===== src/rtl/tank_address_encoder_if.sv =====
// Tank-select bus between a store-access requester (master) and the
// tank address encoder (slave).
interface tank_address_encoder_if #(
  parameter int unsigned WORD_W  = 5,
  parameter int unsigned DIGIT_W = 5
);
  logic               rack_loc_req_valid;
  logic               rack_loc_req_write;
  logic [1:0]         rack_loc_req_tank;
  logic [WORD_W-1:0]  rack_loc_req_word;
  logic               rack_loc_req_ready;
  logic               rack_loc_f7_pos;
  logic               rack_loc_f7_neg;
  logic               rack_loc_f8_pos;
  logic               rack_loc_f8_neg;
  logic               rack_loc_t_in;
  logic               rack_loc_t_out;
  logic [DIGIT_W-1:0] rack_loc_digit;
  logic [WORD_W-1:0]  rack_loc_word;
  logic               rack_loc_done;

  modport master (
    output rack_loc_req_valid, rack_loc_req_write, rack_loc_req_tank, rack_loc_req_word,
    input  rack_loc_req_ready, rack_loc_f7_pos, rack_loc_f7_neg, rack_loc_f8_pos,
           rack_loc_f8_neg, rack_loc_t_in, rack_loc_t_out, rack_loc_digit,
           rack_loc_word, rack_loc_done
  );

  modport slave (
    input  rack_loc_req_valid, rack_loc_req_write, rack_loc_req_tank, rack_loc_req_word,
    output rack_loc_req_ready, rack_loc_f7_pos, rack_loc_f7_neg, rack_loc_f8_pos,
           rack_loc_f8_neg, rack_loc_t_in, rack_loc_t_out, rack_loc_digit,
           rack_loc_word, rack_loc_done
  );
endinterface


===== src/rtl/tank_address_encoder.sv =====
// Tank address encoder: drives the F7/F8 tank-order lines and times a single
// in/out strobe to the addressed word's slot in the recirculating delay line.
module tank_address_encoder #(
  parameter int unsigned DIGITS_PER_WORD = 18,
  parameter int unsigned WORDS_PER_TANK  = 32,
  parameter int unsigned WORD_W          = 5
) (
  input  logic                  clk,
  input  logic                  rst,
  tank_address_encoder_if.slave bus
);
  localparam int unsigned        DIGIT_W    = $clog2(DIGITS_PER_WORD);
  localparam logic [DIGIT_W-1:0] DIGIT_LAST = DIGIT_W'(DIGITS_PER_WORD - 1);
  localparam logic [WORD_W-1:0]  WORD_LAST  = WORD_W'(WORDS_PER_TANK - 1);

  typedef enum logic [2:0] {
    ST_IDLE,
    ST_SELECT,
    ST_WAIT,
    ST_XFER,
    ST_DONE
  } state_e;

  state_e              state_q, state_d;
  logic [DIGIT_W-1:0]  digit_q, digit_d;
  logic [WORD_W-1:0]   word_q, word_d;
  logic [1:0]          tank_q, tank_d;
  logic [WORD_W-1:0]   tgt_q, tgt_d;
  logic                write_q, write_d;
  logic                digit_wrap;
  logic                slot_hit;
  logic                busy_d;

  logic                ready_q;
  logic                f7_pos_q, f7_neg_q, f8_pos_q, f8_neg_q;
  logic                t_in_q, t_out_q;
  logic                done_q;

  // Free-running recirculation position, independent of the transfer FSM.
  always_comb begin
    digit_wrap = (digit_q == DIGIT_LAST);
    digit_d    = digit_wrap ? '0 : digit_q + DIGIT_W'(1);
    word_d     = word_q;
    if (digit_wrap) begin
      word_d = (word_q == WORD_LAST) ? '0 : word_q + WORD_W'(1);
    end
  end

  // Outputs are registered from next-state values, so the slot test looks at
  // the counters of the coming cycle to align the first strobe with digit 0.
  assign slot_hit = (digit_d == '0) && (word_d == tgt_q);

  always_comb begin
    state_d = state_q;
    tank_d  = tank_q;
    tgt_d   = tgt_q;
    write_d = write_q;
    unique case (state_q)
      ST_IDLE: begin
        if (bus.rack_loc_req_valid && ready_q) begin
          state_d = ST_SELECT;
          tank_d  = bus.rack_loc_req_tank;
          tgt_d   = bus.rack_loc_req_word;
          write_d = bus.rack_loc_req_write;
        end
      end
      ST_SELECT, ST_WAIT: begin
        state_d = slot_hit ? ST_XFER : ST_WAIT;
      end
      ST_XFER: begin
        if (digit_d == '0) begin
          state_d = ST_DONE;
        end
      end
      ST_DONE: begin
        state_d = ST_IDLE;
      end
      default: begin
        state_d = ST_IDLE;
      end
    endcase
    busy_d = (state_d != ST_IDLE);
  end

  always_ff @(posedge clk or posedge rst) begin
    if (rst) begin
      state_q  <= ST_IDLE;
      digit_q  <= '0;
      word_q   <= '0;
      tank_q   <= '0;
      tgt_q    <= '0;
      write_q  <= 1'b0;
      ready_q  <= 1'b0;
      f7_pos_q <= 1'b0;
      f7_neg_q <= 1'b0;
      f8_pos_q <= 1'b0;
      f8_neg_q <= 1'b0;
      t_in_q   <= 1'b0;
      t_out_q  <= 1'b0;
      done_q   <= 1'b0;
    end else begin
      state_q  <= state_d;
      digit_q  <= digit_d;
      word_q   <= word_d;
      tank_q   <= tank_d;
      tgt_q    <= tgt_d;
      write_q  <= write_d;
      ready_q  <= (state_d == ST_IDLE);
      f7_pos_q <= busy_d &  tank_d[0];
      f7_neg_q <= busy_d & ~tank_d[0];
      f8_pos_q <= busy_d &  tank_d[1];
      f8_neg_q <= busy_d & ~tank_d[1];
      t_in_q   <= (state_d == ST_XFER) &  write_d;
      t_out_q  <= (state_d == ST_XFER) & ~write_d;
      done_q   <= (state_d == ST_DONE);
    end
  end

  assign bus.rack_loc_req_ready = ready_q;
  assign bus.rack_loc_f7_pos    = f7_pos_q;
  assign bus.rack_loc_f7_neg    = f7_neg_q;
  assign bus.rack_loc_f8_pos    = f8_pos_q;
  assign bus.rack_loc_f8_neg    = f8_neg_q;
  assign bus.rack_loc_t_in      = t_in_q;
  assign bus.rack_loc_t_out     = t_out_q;
  assign bus.rack_loc_digit     = digit_q;
  assign bus.rack_loc_word      = word_q;
  assign bus.rack_loc_done      = done_q;
endmodule


===== src/flat_wrapper.sv =====
// flat-port wrapper written by rule: the top's interface ports become plain ports
module tank_address_encoder_flat 
#(
  parameter int unsigned DIGITS_PER_WORD = 18,
  parameter int unsigned WORDS_PER_TANK  = 32,
  parameter int unsigned WORD_W          = 5
)
  (clk, rst, bus_rack_loc_req_valid, bus_rack_loc_req_write, bus_rack_loc_req_tank, bus_rack_loc_req_word, bus_rack_loc_req_ready, bus_rack_loc_f7_pos, bus_rack_loc_f7_neg, bus_rack_loc_f8_pos, bus_rack_loc_f8_neg, bus_rack_loc_t_in, bus_rack_loc_t_out, bus_rack_loc_digit, bus_rack_loc_word, bus_rack_loc_done);
  tank_address_encoder_if #(.WORD_W(WORD_W), .DIGIT_W(5)) bus_i ();
  input  logic clk;
  input  logic rst;
  input wire logic [$bits(bus_i.rack_loc_req_valid)-1:0] bus_rack_loc_req_valid;
  input wire logic [$bits(bus_i.rack_loc_req_write)-1:0] bus_rack_loc_req_write;
  input wire logic [$bits(bus_i.rack_loc_req_tank)-1:0] bus_rack_loc_req_tank;
  input wire logic [$bits(bus_i.rack_loc_req_word)-1:0] bus_rack_loc_req_word;
  output wire logic [$bits(bus_i.rack_loc_req_ready)-1:0] bus_rack_loc_req_ready;
  output wire logic [$bits(bus_i.rack_loc_f7_pos)-1:0] bus_rack_loc_f7_pos;
  output wire logic [$bits(bus_i.rack_loc_f7_neg)-1:0] bus_rack_loc_f7_neg;
  output wire logic [$bits(bus_i.rack_loc_f8_pos)-1:0] bus_rack_loc_f8_pos;
  output wire logic [$bits(bus_i.rack_loc_f8_neg)-1:0] bus_rack_loc_f8_neg;
  output wire logic [$bits(bus_i.rack_loc_t_in)-1:0] bus_rack_loc_t_in;
  output wire logic [$bits(bus_i.rack_loc_t_out)-1:0] bus_rack_loc_t_out;
  output wire logic [$bits(bus_i.rack_loc_digit)-1:0] bus_rack_loc_digit;
  output wire logic [$bits(bus_i.rack_loc_word)-1:0] bus_rack_loc_word;
  output wire logic [$bits(bus_i.rack_loc_done)-1:0] bus_rack_loc_done;
  assign bus_i.rack_loc_req_valid = bus_rack_loc_req_valid;
  assign bus_i.rack_loc_req_write = bus_rack_loc_req_write;
  assign bus_i.rack_loc_req_tank = bus_rack_loc_req_tank;
  assign bus_i.rack_loc_req_word = bus_rack_loc_req_word;
  assign bus_rack_loc_req_ready = bus_i.rack_loc_req_ready;
  assign bus_rack_loc_f7_pos = bus_i.rack_loc_f7_pos;
  assign bus_rack_loc_f7_neg = bus_i.rack_loc_f7_neg;
  assign bus_rack_loc_f8_pos = bus_i.rack_loc_f8_pos;
  assign bus_rack_loc_f8_neg = bus_i.rack_loc_f8_neg;
  assign bus_rack_loc_t_in = bus_i.rack_loc_t_in;
  assign bus_rack_loc_t_out = bus_i.rack_loc_t_out;
  assign bus_rack_loc_digit = bus_i.rack_loc_digit;
  assign bus_rack_loc_word = bus_i.rack_loc_word;
  assign bus_rack_loc_done = bus_i.rack_loc_done;
  tank_address_encoder #(.DIGITS_PER_WORD(DIGITS_PER_WORD), .WORDS_PER_TANK(WORDS_PER_TANK), .WORD_W(WORD_W)) u_core (.clk(clk), .rst(rst), .bus(bus_i));
endmodule

===== config.mk =====
export PLATFORM = sky130hd
export DESIGN_NAME = tank_address_encoder_flat
export DESIGN_NICKNAME = d
export VERILOG_FILES = /design/src/rtl/tank_address_encoder_if.sv /design/src/rtl/tank_address_encoder.sv /design/src/flat_wrapper.sv
export SDC_FILE = /design/constraint.sdc
export NUM_CORES = 1
export LEC_CHECK = 0
export ABC_CLOCK_PERIOD_IN_PS = 2800
export CAP_MARGIN = 10
export CORE_MARGIN = 5
export CORE_UTILIZATION = 50
export DETAILED_ROUTE_END_ITERATION = 12
export GPL_TIMING_DRIVEN = 0
export PLACE_DENSITY = 0.83
export SLEW_MARGIN = 20
export SYNTH_ARGS = -nofsm -noshare
export SYNTH_HDL_FRONTEND = slang
export SYNTH_SLANG_ARGS = --single-unit

===== constraint.sdc =====
create_clock -name clk -period 2.8 [get_ports clk]
set_clock_uncertainty 0.1 [all_clocks]
set_input_delay 0.84 -clock clk [delete_from_list [all_inputs] [get_ports clk]]
set_output_delay 0.84 -clock clk [all_outputs]
set_load 0.05 [all_outputs]

==> results of run 1 <==
## report_power, final
group          internal, mW  switching [mW]
logic                0.0123         0.00975
clock network         0.145           0.147
registers             0.418               0
## path summary, 6_finish.rpt
check                                              from                            to  slack, ns  depth (start not counted)
hold reg to reg                        u_core.tank_q[0]              u_core.tank_q[0]       0.42                          1
setup reg to reg            u_core.bus.rack_loc_word[1]      u_core.bus.rack_loc_t_in       0.21                          9
min in group asynchronous                           rst  u_core.bus.rack_loc_digit[3]       0.80                          2
max in group asynchronous                           rst                u_core.write_q       1.40                          2
setup / recovery           u_core.bus.rack_loc_digit[3]         bus_rack_loc_digit[3]       0.18                          1
hold / removal                         u_core.tank_q[0]              u_core.tank_q[0]       0.42                          1
## state kept, by name, indices dropped and copies added (netlist names), 2 cells and up
signal,flops
u_core.bus.rack_loc_digit,5
u_core.bus.rack_loc_word,5
u_core.state_q,3
u_core.tank_q,2
u_core.tgt_q,5
## per-layer routing
metal | routed length (µm) | up-vias | global-route usage (%)
met3 | 237 | 5 | 6.47
met2 | 1440 | 35 | 24.9
met5 | 0 | - | 0
li1 | - | 510 | -
met1 | 1200 | 501 | 19.7
met4 | 47 | 0 | 7.69
## cells by family after synthesis
family / Yosys count
AOI/OAI and AO/OA: 27
adders and majority gates: 4
DFF: 29
muxes: 7
buffers and inverters: 12
xor gates and xnor gates: 2
and+or+nand+nor: 45
## stage by stage
stage                     hold slack [ns]  setup WS [ns]
after floorplan                     0.381          0.104
after global placement              0.395          0.163
after detailed placement            0.403          0.155
after CTS                           0.422          0.167
after global routing                0.445         0.0128
final                               0.421          0.178
## synth_stat cells (all sizes together) (2+ instances only)
cell	instances
nor3	2
a2111oi	2
ha	4
mux2	6
nor2b	2
nand3	4
o21ai	11
or2b	2
nand2	8
xnor2	2
dfrtp	29
or2	3
inv	10
nor2	14
nand2b	3
a21oi	4
## cells in the final DEF (no fill, tap or decap), drive strengths merged, types with 2 or more instances in the layout
cell type / instances
a2111oi: 2
a21oi: 4
clkbuf: 8
clkdlybuf4s50: 28
dfrtp: 29
ha: 4
inv: 10
mux2: 6
nand2: 8
nand2b: 3
nand3: 4
nor2: 14
nor2b: 2
nor3: 2
o21ai: 11
or2: 3
or2b: 2
xnor2: 2
## area by class of cell
type                       count  area [µm²]  area share (%)
multi-input combinational     85         618            34.6
sequential                    29         726            40.6
clock buffer                   7        65.1            3.64
inverter                      10        37.5            2.10
tap                           31        38.8            2.17
buffer                         2        15.0           0.841
timing repair buffer          28         280            15.7
clock inverter                 1        5.00           0.280
==> summary.txt, run 1 <==
Outcome
  – Status: finished, final reports clean

Power and ir drop
  – IR Drop Worst-Case VDD: 0.402 mV
  – Cell Pwr Density: between 400 and 500 nW/µm²
  – Final Power: about 0.73 mW
  – Leakage: roughly 0.76 nW

Layout
  – Fin cells: about 190
  – Finished Cell Area: 1790 µm²
  – Share of post-route cells with drive strength above 1: about 15%
  – P&R area growth vs syn: 27.9%
  – Fillers: around 220
  – Post-Route Utilization: between 60% and 70%
  – # diodes: 0
  – Fin nets: ~180

Synthesis
  – Yosys top cell area share: between 50% and 60%
  – #FFs+latches synth: 29
  – Mapped cell area: 1400 µm²
  – Adder-Cell Fraction of Synth Area: 3.58%
  – Cell variety after synth: 38
  – Post-synth top flop: dfrtp_1
  – Largest family of logic cells by synthesized area: simple AND/OR/NAND/NOR gates
  – Ranking of synthesized cells by area: dfrtp_1, mux2_2, o21ai_0
  – Ys async rst share: between 90% and 100%
  – Largest area contributor in the netlist: dfrtp_1
  – Sequential area share after synthesis: between 50% and 60%
  – Average size of a mapped cell: around 11 µm²
  – Synth Net Count: ~140
  – Synth warn: 0
  – Synthesized instance count: around 130
  – Post-synthesis xor/xnor area fraction: around 1.3%
  – EDFF count, synth: 0
  – Mux share of post-synthesis cell area: 5.82%
  – Compound-cell area share of the yosys netlist: approximately 15%
  – Simple logic cell fraction of the synthesized area: approximately a fifth

Setup path
  – Slowest CP cell: clkdlybuf4s50_1
  – Bufs and invs on worst path: 1
  – Crit-path max cell delay: between 0.8 and 0.9 ns
  – Critical-path cell list: clkdlybuf4s50_1
  – Crit path launch type: flop
  – CP Capture Type: primary output
  – Crit path required time: approximately 1.9 ns
  – CP max FO: 7
  – Worst EP arrival: roughly 1.7 ns
  – Critical path's top delay family: buffers and inverters
  – Critical path type: flop to primary output

Die
  – Die outline width: about 63 µm
  – Initial Utilization: 51.5%
  – # IOs: 29
  – Core footprint: between 2000 and 3000 µm²
  – Die footprint: slightly below 4000 µm²
  – Row count: 19
  – Die Height: 62.8 µm

STA
  – RSZ-0062 raised after global routing: no
  – Period utilisation layout: between 90% and 100%
  – FMAX: 381 MHz
  – Final setup vio count: 0
  – Setup TNS: 0 ns
  – Fin. max-slew vios: 0
  – Final hold violations: 0
  – Worst Tran Pin Value: just over 0.6 ns
  – Post-layout minimum cycle time: about 2.6 ns
  – Relative slew slack: about three fifths

GRT
  – First-pass GRT wire length: ~5000 µm
  – Total grt overflow: 0
  – Largest net degree at the start of global routing: 30
  – Number of global-route vias before repair: around 1100
  – Gr usage total: between 10% and 20%
  – Initial antenna violation count: 0

Detailed routing
  – Vias after detailed routing: roughly 1100
  – Routed wire length: roughly 3000 µm
  – First-pass DRT Iterations: 4
  – DR iter-0 viols: 45
  – DRC errors left: 0
  – Via/cell ratio: between 5 and 6
  – Routed Antenna Nets: 0
  – WL/cell: between 15 and 20 µm

CTS
  – H-tree depth: 2
  – Root Driver: clkbuf_4
  – Clock sinks: 29
  – Inserted Clock Buffers: 5
  – Clk buf depth: 2
  – Reg clk slew, reported paths: roughly 0.10 ns
  – CTS tree: yes
  – Post-cts hold buffer count: 0
  – Worst-Skew Late Latency: 0.33 ns
  – Cts repair resizes: 0
  – # Post-CTS Setup Buffers: 0

Place
  – Placed inst area: roughly 1700 µm²
  – I/O Buffers: 28
  – Global placer's final weighted congestion: just over 0.8
  – Post-DP HPWL: between 2000 and 2500 µm
  – Placed cells: between 150 and 200

Hold path
  – Worst hold path class: flop to flop

Job
  – Max Cap Viol: 0
Power figures use the tool's default switching activity.
==> run 2: changes to the inputs <==
- CORE_UTILIZATION: 50 -> 61
- DONT_BUFFER_PORTS: default -> 1
- PLACE_DENSITY: 0.83 -> 0.84
==> run 2 against run 1 <==
Against the previous run:
- cell count is 16% lower
- flip-flop and latch count is the same
- worst setup slack lost 0.075 ns
- via count is 9.2% lower
- highest routed layer unchanged
- clock power fell by 19%
- worst hold slack got worse by 0.070 ns
- register-to-register slack lost 0.11 ns
- routed wire length down 13%
- design area decreased by 15%
==> summary.txt, run 2 (synthesis results as in run 1) <==
Outcome
  – Status: finished, final reports clean

STA
  – FMAX: about 370 MHz
  – Final setup vio count: 0
  – Fin. max-slew vios: 0
  – Setup TNS: 0 ns
  – Worst Tran Pin Value: ~0.65 ns
  – Final WS setup: 0.103 ns
  – RSZ-0062 raised after global routing: no
  – Relative slew slack: between 50% and 60%
  – Period utilisation layout: ~96%
  – Final hold violations: 0
  – Post-layout minimum cycle time: approximately 2.7 ns

GRT
  – Number of global-route vias before repair: between 900 and 1000
  – Initial antenna violation count: 0
  – Largest net degree at the start of global routing: 30
  – Top Usage Layer GRT: met2
  – Total grt overflow: 0
  – Met3 Resource Use GR: under 10%
  – Met1 usage: 20.6%
  – Gr usage total: between 10% and 20%
  – Met2 usage: 24.7%
  – First-pass GRT wire length: between 4000 and 5000 µm

Setup path
  – Bufs and invs on worst path: 0
  – Crit-path max cell delay: between 0.7 and 0.8 ns
  – Crit path launch type: flop
  – Reg2reg path depth: 8
  – Critical-path cell list: and3_1, ha_2, a31oi_1, o21a_1, or3_4, a2111oi_4, a2bb2oi_2, nor2b_1
  – Worst EP arrival: around 2.9 ns
  – Worst reg2reg path endpoint: u_core.bus.rack_loc_t_in
  – CP Capture Type: flop
  – Crit path required time: a little under 3 ns
  – Slowest CP cell: dfrtp_1
  – FF-to-FF setup slack: ~0.10 ns
  – CP max FO: 8
  – Critical path type: flop to flop
  – FF-to-FF Start: u_core.bus.rack_loc_word[2]
  – Critical path's top delay family: compound AO/OA/AOI/OAI gates

Layout
  – Fin cells: 162
  – Fillers: about 170
  – Post-Route Utilization: 68.9%
  – Finished Cell Area: 1510 µm²
  – P&R area growth vs syn: 8.06%
  – # diodes: 0
  – Most common cell after layout, fill and taps aside: dfrtp_1
  – Share of post-route cells with drive strength above 1: between 20% and 30%
  – Commonest non-fill, non-tap cells in the layout: dfrtp_1, nor2_1, o21ai_0, inv_1, nand2_1
  – FF/Latch Area: between 700 and 800 µm²
  – Fin nets: 148
  – Multi-input logic area: roughly 640 µm²

Die
  – Die footprint: around 3300 µm²
  – Die Height: about 58 µm
  – Die outline width: between 50 and 60 µm
  – Core footprint: around 2200 µm²
  – # IOs: 29
  – Row count: 17
  – Initial Utilization: 63.7%

CTS
  – Clock sinks: 29
  – Post-cts hold buffer count: 0
  – Root Driver: clkbuf_4
  – Clk buf depth: 2
  – CTS tree: yes
  – Inserted Clock Buffers: 5
  – H-tree depth: 2
  – Worst-Skew Late Latency: between 0.3 and 0.4 ns
  – Reg clk slew, reported paths: 0.09 ns

Detailed routing
  – DR iter-0 viols: 24
  – Routed Antenna Nets: 0
  – First-pass DRT Iterations: 4
  – Routed wire length: 2540 µm
  – Vias after detailed routing: about 950
  – WL/cell: 15.7 µm
  – DRC errors left: 0
  – Via/cell ratio: just under 6

Power and ir drop
  – Leakage: between 0.6 and 0.7 nW
  – Reg power frac: between 60% and 70%
  – Clock share of power: between 30 and 40%
  – Net Sw Frac: a little under a quarter
  – Psw: approximately 0.15 mW
  – Internal power: about 0.51 mW
  – Cell Pwr Density: between 400 and 500 nW/µm²
  – IR Drop Worst-Case VDD: between 0.4 and 0.5 mV
  – Combinational share of power: 1.2%

Place
  – I/O Buffers: 0
  – Placed inst area: 1430 µm²
  – Post-DP HPWL: approximately 1900 µm
  – Placed cells: between 150 and 200
  – Pre-CTS setup slack: -0.164 ns
  – Global placer's final weighted congestion: just under 0.9

Hold path
  – Worst hold path class: input port to asynchronous set/reset pin

Job
  – Max Cap Viol: 0
run 2: routing by layer:
metal,up-vias,part of all wire [%]
met5,-,0
met4,0,2.6
met3,7,8.3
met2,32,46
met1,459,43
li1,456,-
run 2: repair_timing:
action / CTS / global route
gates resized for setup: 4 / 4
setup endpoints to repair: 3 / 3
setup buffers: 0 / 0
run 2: worst reg2reg max path, stage by stage, from the launching register on:
cell and delay (ns):
dfrtp_1 0.74, and3_1 0.27, ha_2 0.24, a31oi_1 0.07, o21a_1 0.23, or3_4 0.38
a2111oi_4 0.36, a2bb2oi_2 0.12, nor2b_1 0.12
run 2: final cells by class:
type,count,area share (%)
Sequential cell,29,48.4
Clock buffer,5,2.49
Buffer,2,0.995
Clock inverter,3,1.16
Tap cell,28,2.32
Multi-Input combinational cell,85,42.1
Inverter,10,2.49
run 2: power groups by stage:
stage | Sequential [mW] | Combinational [mW] | Clock [mW]
6_report | 0.418 | 0.00792 | 0.238
5_1_grt | 0.419 | 0.00998 | 0.276
4_1_cts | 0.418 | 0.00845 | 0.253
3_5_place_dp | 0.427 | 0.00855 | 0
3_3_place_gp | 0.427 | 0.00823 | 0
2_1_floorplan | 0.427 | 0.00632 | 0
run 2: stage by stage:
step | total power [mW] | hold WS, ns
finish | 0.665 | 0.351
global route | 0.705 | 0.374
CTS | 0.680 | 0.423
detailed placement | 0.435 | 0.401
global placement | 0.435 | 0.392
floorplan | 0.433 | 0.381
run 2: worst max-delay path by stage:
stage                                      from                        to  slack, ns  cells after the start
floorplan           u_core.bus.rack_loc_word[1]  u_core.bus.rack_loc_t_in       0.10                      9
global placement    u_core.bus.rack_loc_word[1]  u_core.bus.rack_loc_t_in      -0.09                      9
detailed placement  u_core.bus.rack_loc_word[0]  u_core.bus.rack_loc_t_in      -0.16                      9
CTS                 u_core.bus.rack_loc_word[1]  u_core.bus.rack_loc_t_in      0.002                      9
global route        u_core.bus.rack_loc_word[2]  u_core.bus.rack_loc_t_in      0.006                      8
finish              u_core.bus.rack_loc_word[2]  u_core.bus.rack_loc_t_in       0.10                      8
==> run 3: changes to the inputs <==
- CORE_ASPECT_RATIO: default -> 1.2
==> run 3 against run 2 <==
Against the previous run:
- critical path depth unchanged
- via count down 2.2%
- flip-flop and latch count unchanged
- combinational power about the same
- register-to-register slack better by 0.02 ns
- critical endpoint unchanged
==> summary.txt, run 3 (synthesis results as in run 1) <==
Outcome
  – Status: finished, final reports clean

Layout
  – Finished Cell Area: 1510 µm²
  – # diodes: 0
  – Fin cells: 165
  – Share of post-route cells with drive strength above 1: 22.4%
  – Fin nets: 148
  – P&R area growth vs syn: 7.88%
  – Fillers: 183
  – Commonest non-fill, non-tap cells in the layout: dfrtp_1, nor2_1, o21ai_0, inv_1, nand2_1
  – Most common cell after layout, fill and taps aside: dfrtp_1
  – Multi-input logic area: between 600 and 700 µm²
  – FF/Latch Area: 731 µm²

Place
  – Placed inst area: 1440 µm²
  – I/O Buffers: 0
  – Global placer's final weighted congestion: approximately 0.84
  – Placed cells: around 160
  – Post-DP HPWL: about 1900 µm

Setup path
  – Critical-path cell list: and3_1, ha_1, a31oi_1, o21a_1, or3_4, a2111oi_4, a2bb2oi_2, nor2b_1
  – Bufs and invs on worst path: 0
  – Critical path's top delay family: simple AND/OR/NAND/NOR gates
  – Critical path type: flop to flop
  – CP Capture Type: flop
  – Crit path launch type: flop
  – Reg2reg path depth: 8
  – Crit-path max cell delay: between 0.7 and 0.8 ns
  – CP max FO: 8
  – Crit path required time: 2.96 ns
  – Worst EP arrival: 2.84 ns
  – FF-to-FF setup slack: about 0.13 ns
  – Worst reg2reg path endpoint: u_core.bus.rack_loc_t_in
  – Slowest CP cell: dfrtp_1
  – FF-to-FF Start: u_core.bus.rack_loc_word[2]

Detailed routing
  – Via/cell ratio: 5.65
  – DRC errors left: 0
  – Vias after detailed routing: 933
  – Routed Antenna Nets: 0
  – DR iter-0 viols: 24
  – WL/cell: approximately 16 µm
  – Routed wire length: 2570 µm
  – First-pass DRT Iterations: 4

Die
  – Die outline width: ~54 µm
  – Row count: 19
  – Initial Utilization: 62.5%
  – Core footprint: around 2200 µm²
  – Die Height: approximately 62 µm
  – # IOs: 29
  – Die footprint: approximately 3300 µm²

Hold path
  – Worst hold path class: input port to asynchronous set/reset pin

CTS
  – Post-cts hold buffer count: 0
  – Worst-Skew Late Latency: ~0.33 ns
  – Inserted Clock Buffers: 5
  – Clock sinks: 29
  – Root Driver: clkbuf_4
  – H-tree depth: 2
  – Clk buf depth: 2
  – Reg clk slew, reported paths: approximately 0.09 ns
  – CTS tree: yes

STA
  – Post-layout minimum cycle time: between 2 and 3 ns
  – Worst Tran Pin Value: between 0.6 and 0.7 ns
  – Final hold violations: 0
  – Period utilisation layout: a little over nine tenths
  – Fin. max-slew vios: 0
  – Relative slew slack: 55.5%
  – Final setup vio count: 0
  – FMAX: 374 MHz
  – Hold slack final: 0.351 ns
  – RSZ-0062 raised after global routing: no

Power and ir drop
  – Leakage: between 0.6 and 0.7 nW
  – Combinational share of power: between 1 and 1.5%
  – IR Drop Worst-Case VDD: ~0.42 mV
  – Internal power: about 0.51 mW
  – Net Sw Frac: between 20% and 30%
  – Psw: between 0.1 and 0.15 mW
  – Reg power frac: between 60% and 70%
  – Clock share of power: 35.4%
  – Cell Pwr Density: ~440 nW/µm²

GRT
  – First-pass GRT wire length: 4540 µm
  – Number of global-route vias before repair: between 900 and 1000
  – Total grt overflow: 0
  – Initial antenna violation count: 0
  – Gr usage total: 18.8%
  – Largest net degree at the start of global routing: 30

Job
  – Max Cap Viol: 0
==> run 3: cell types whose count changed in the layout (fill, tap and decap cells not counted), sizes merged <==
cell	before	now
clkinvlp	1	0
clkbuf	6	7
==> run 3: power by group through the flow <==
stage / Clock, mW / Combinational (mW) / Sequential, mW
6_report: 0.234 / 0.00793 / 0.418
5_1_grt: 0.269 / 0.00983 / 0.419
4_1_cts: 0.243 / 0.00826 / 0.418
3_5_place_dp: 0 / 0.00834 / 0.427
3_3_place_gp: 0 / 0.00806 / 0.427
2_1_floorplan: 0 / 0.00632 / 0.427
==> run 3: final cells by class <==
class,instances,area share [%]
inverters,10,2.49
flip-flops and latches,29,48.5
clock buffers,6,2.74
clock inverters,2,0.664
multi-input cells,85,42.0
well taps,31,2.57
plain buffers,2,0.997
==> run 3: per-layer routing <==
metal / share of wire [%] / global-route usage [%] / vias to the layer above / routed length, µm
met2: 49 / 27.1 / 28 / 1270
met5: 0 / 0 / - / 0
met3: 7.8 / 10.5 / 4 / 202
met4: 1.5 / 8.63 / 0 / 38
met1: 41 / 22.3 / 444 / 1060
li1: - / - / 457 / -
==> run 3: worst max path at each step <==
stage	start	to	slack, ns	cells past startpoint
floorplan	u_core.bus.rack_loc_word[1]	u_core.bus.rack_loc_t_in	0.10	9
global placement	u_core.bus.rack_loc_word[1]	u_core.bus.rack_loc_t_in	-0.09	9
detailed placement	u_core.bus.rack_loc_word[1]	u_core.bus.rack_loc_t_out	-0.13	9
CTS	u_core.bus.rack_loc_digit[1]	u_core.bus.rack_loc_t_in	0.04	9
global route	u_core.bus.rack_loc_word[2]	u_core.bus.rack_loc_t_out	0.004	8
finish	u_core.bus.rack_loc_word[2]	u_core.bus.rack_loc_t_in	0.13	8
==> run 3: what timing repair did <==
| action | in CTS | in global routing |
|---|---|---|
| gates resized for setup | 3 | 4 |
| endpoints found under the setup margin | 3 | 3 |
| setup buffers | 0 | 0 |
==> run 3: stage by stage <==
step | setup TNS, ns | power, mW | utilization (%) | worst slack, ns
3_3_place_gp | -0.218 | 0.435 | 64.2 | -0.0869
5_1_grt | 0 | 0.698 | 67.4 | 0.00359
6_report | 0 | 0.660 | 67.4 | 0.127
3_5_place_dp | -0.367 | 0.435 | 64.2 | -0.131
2_1_floorplan | 0 | 0.433 | - | 0.104
4_1_cts | 0 | 0.670 | 66.7 | 0.0404
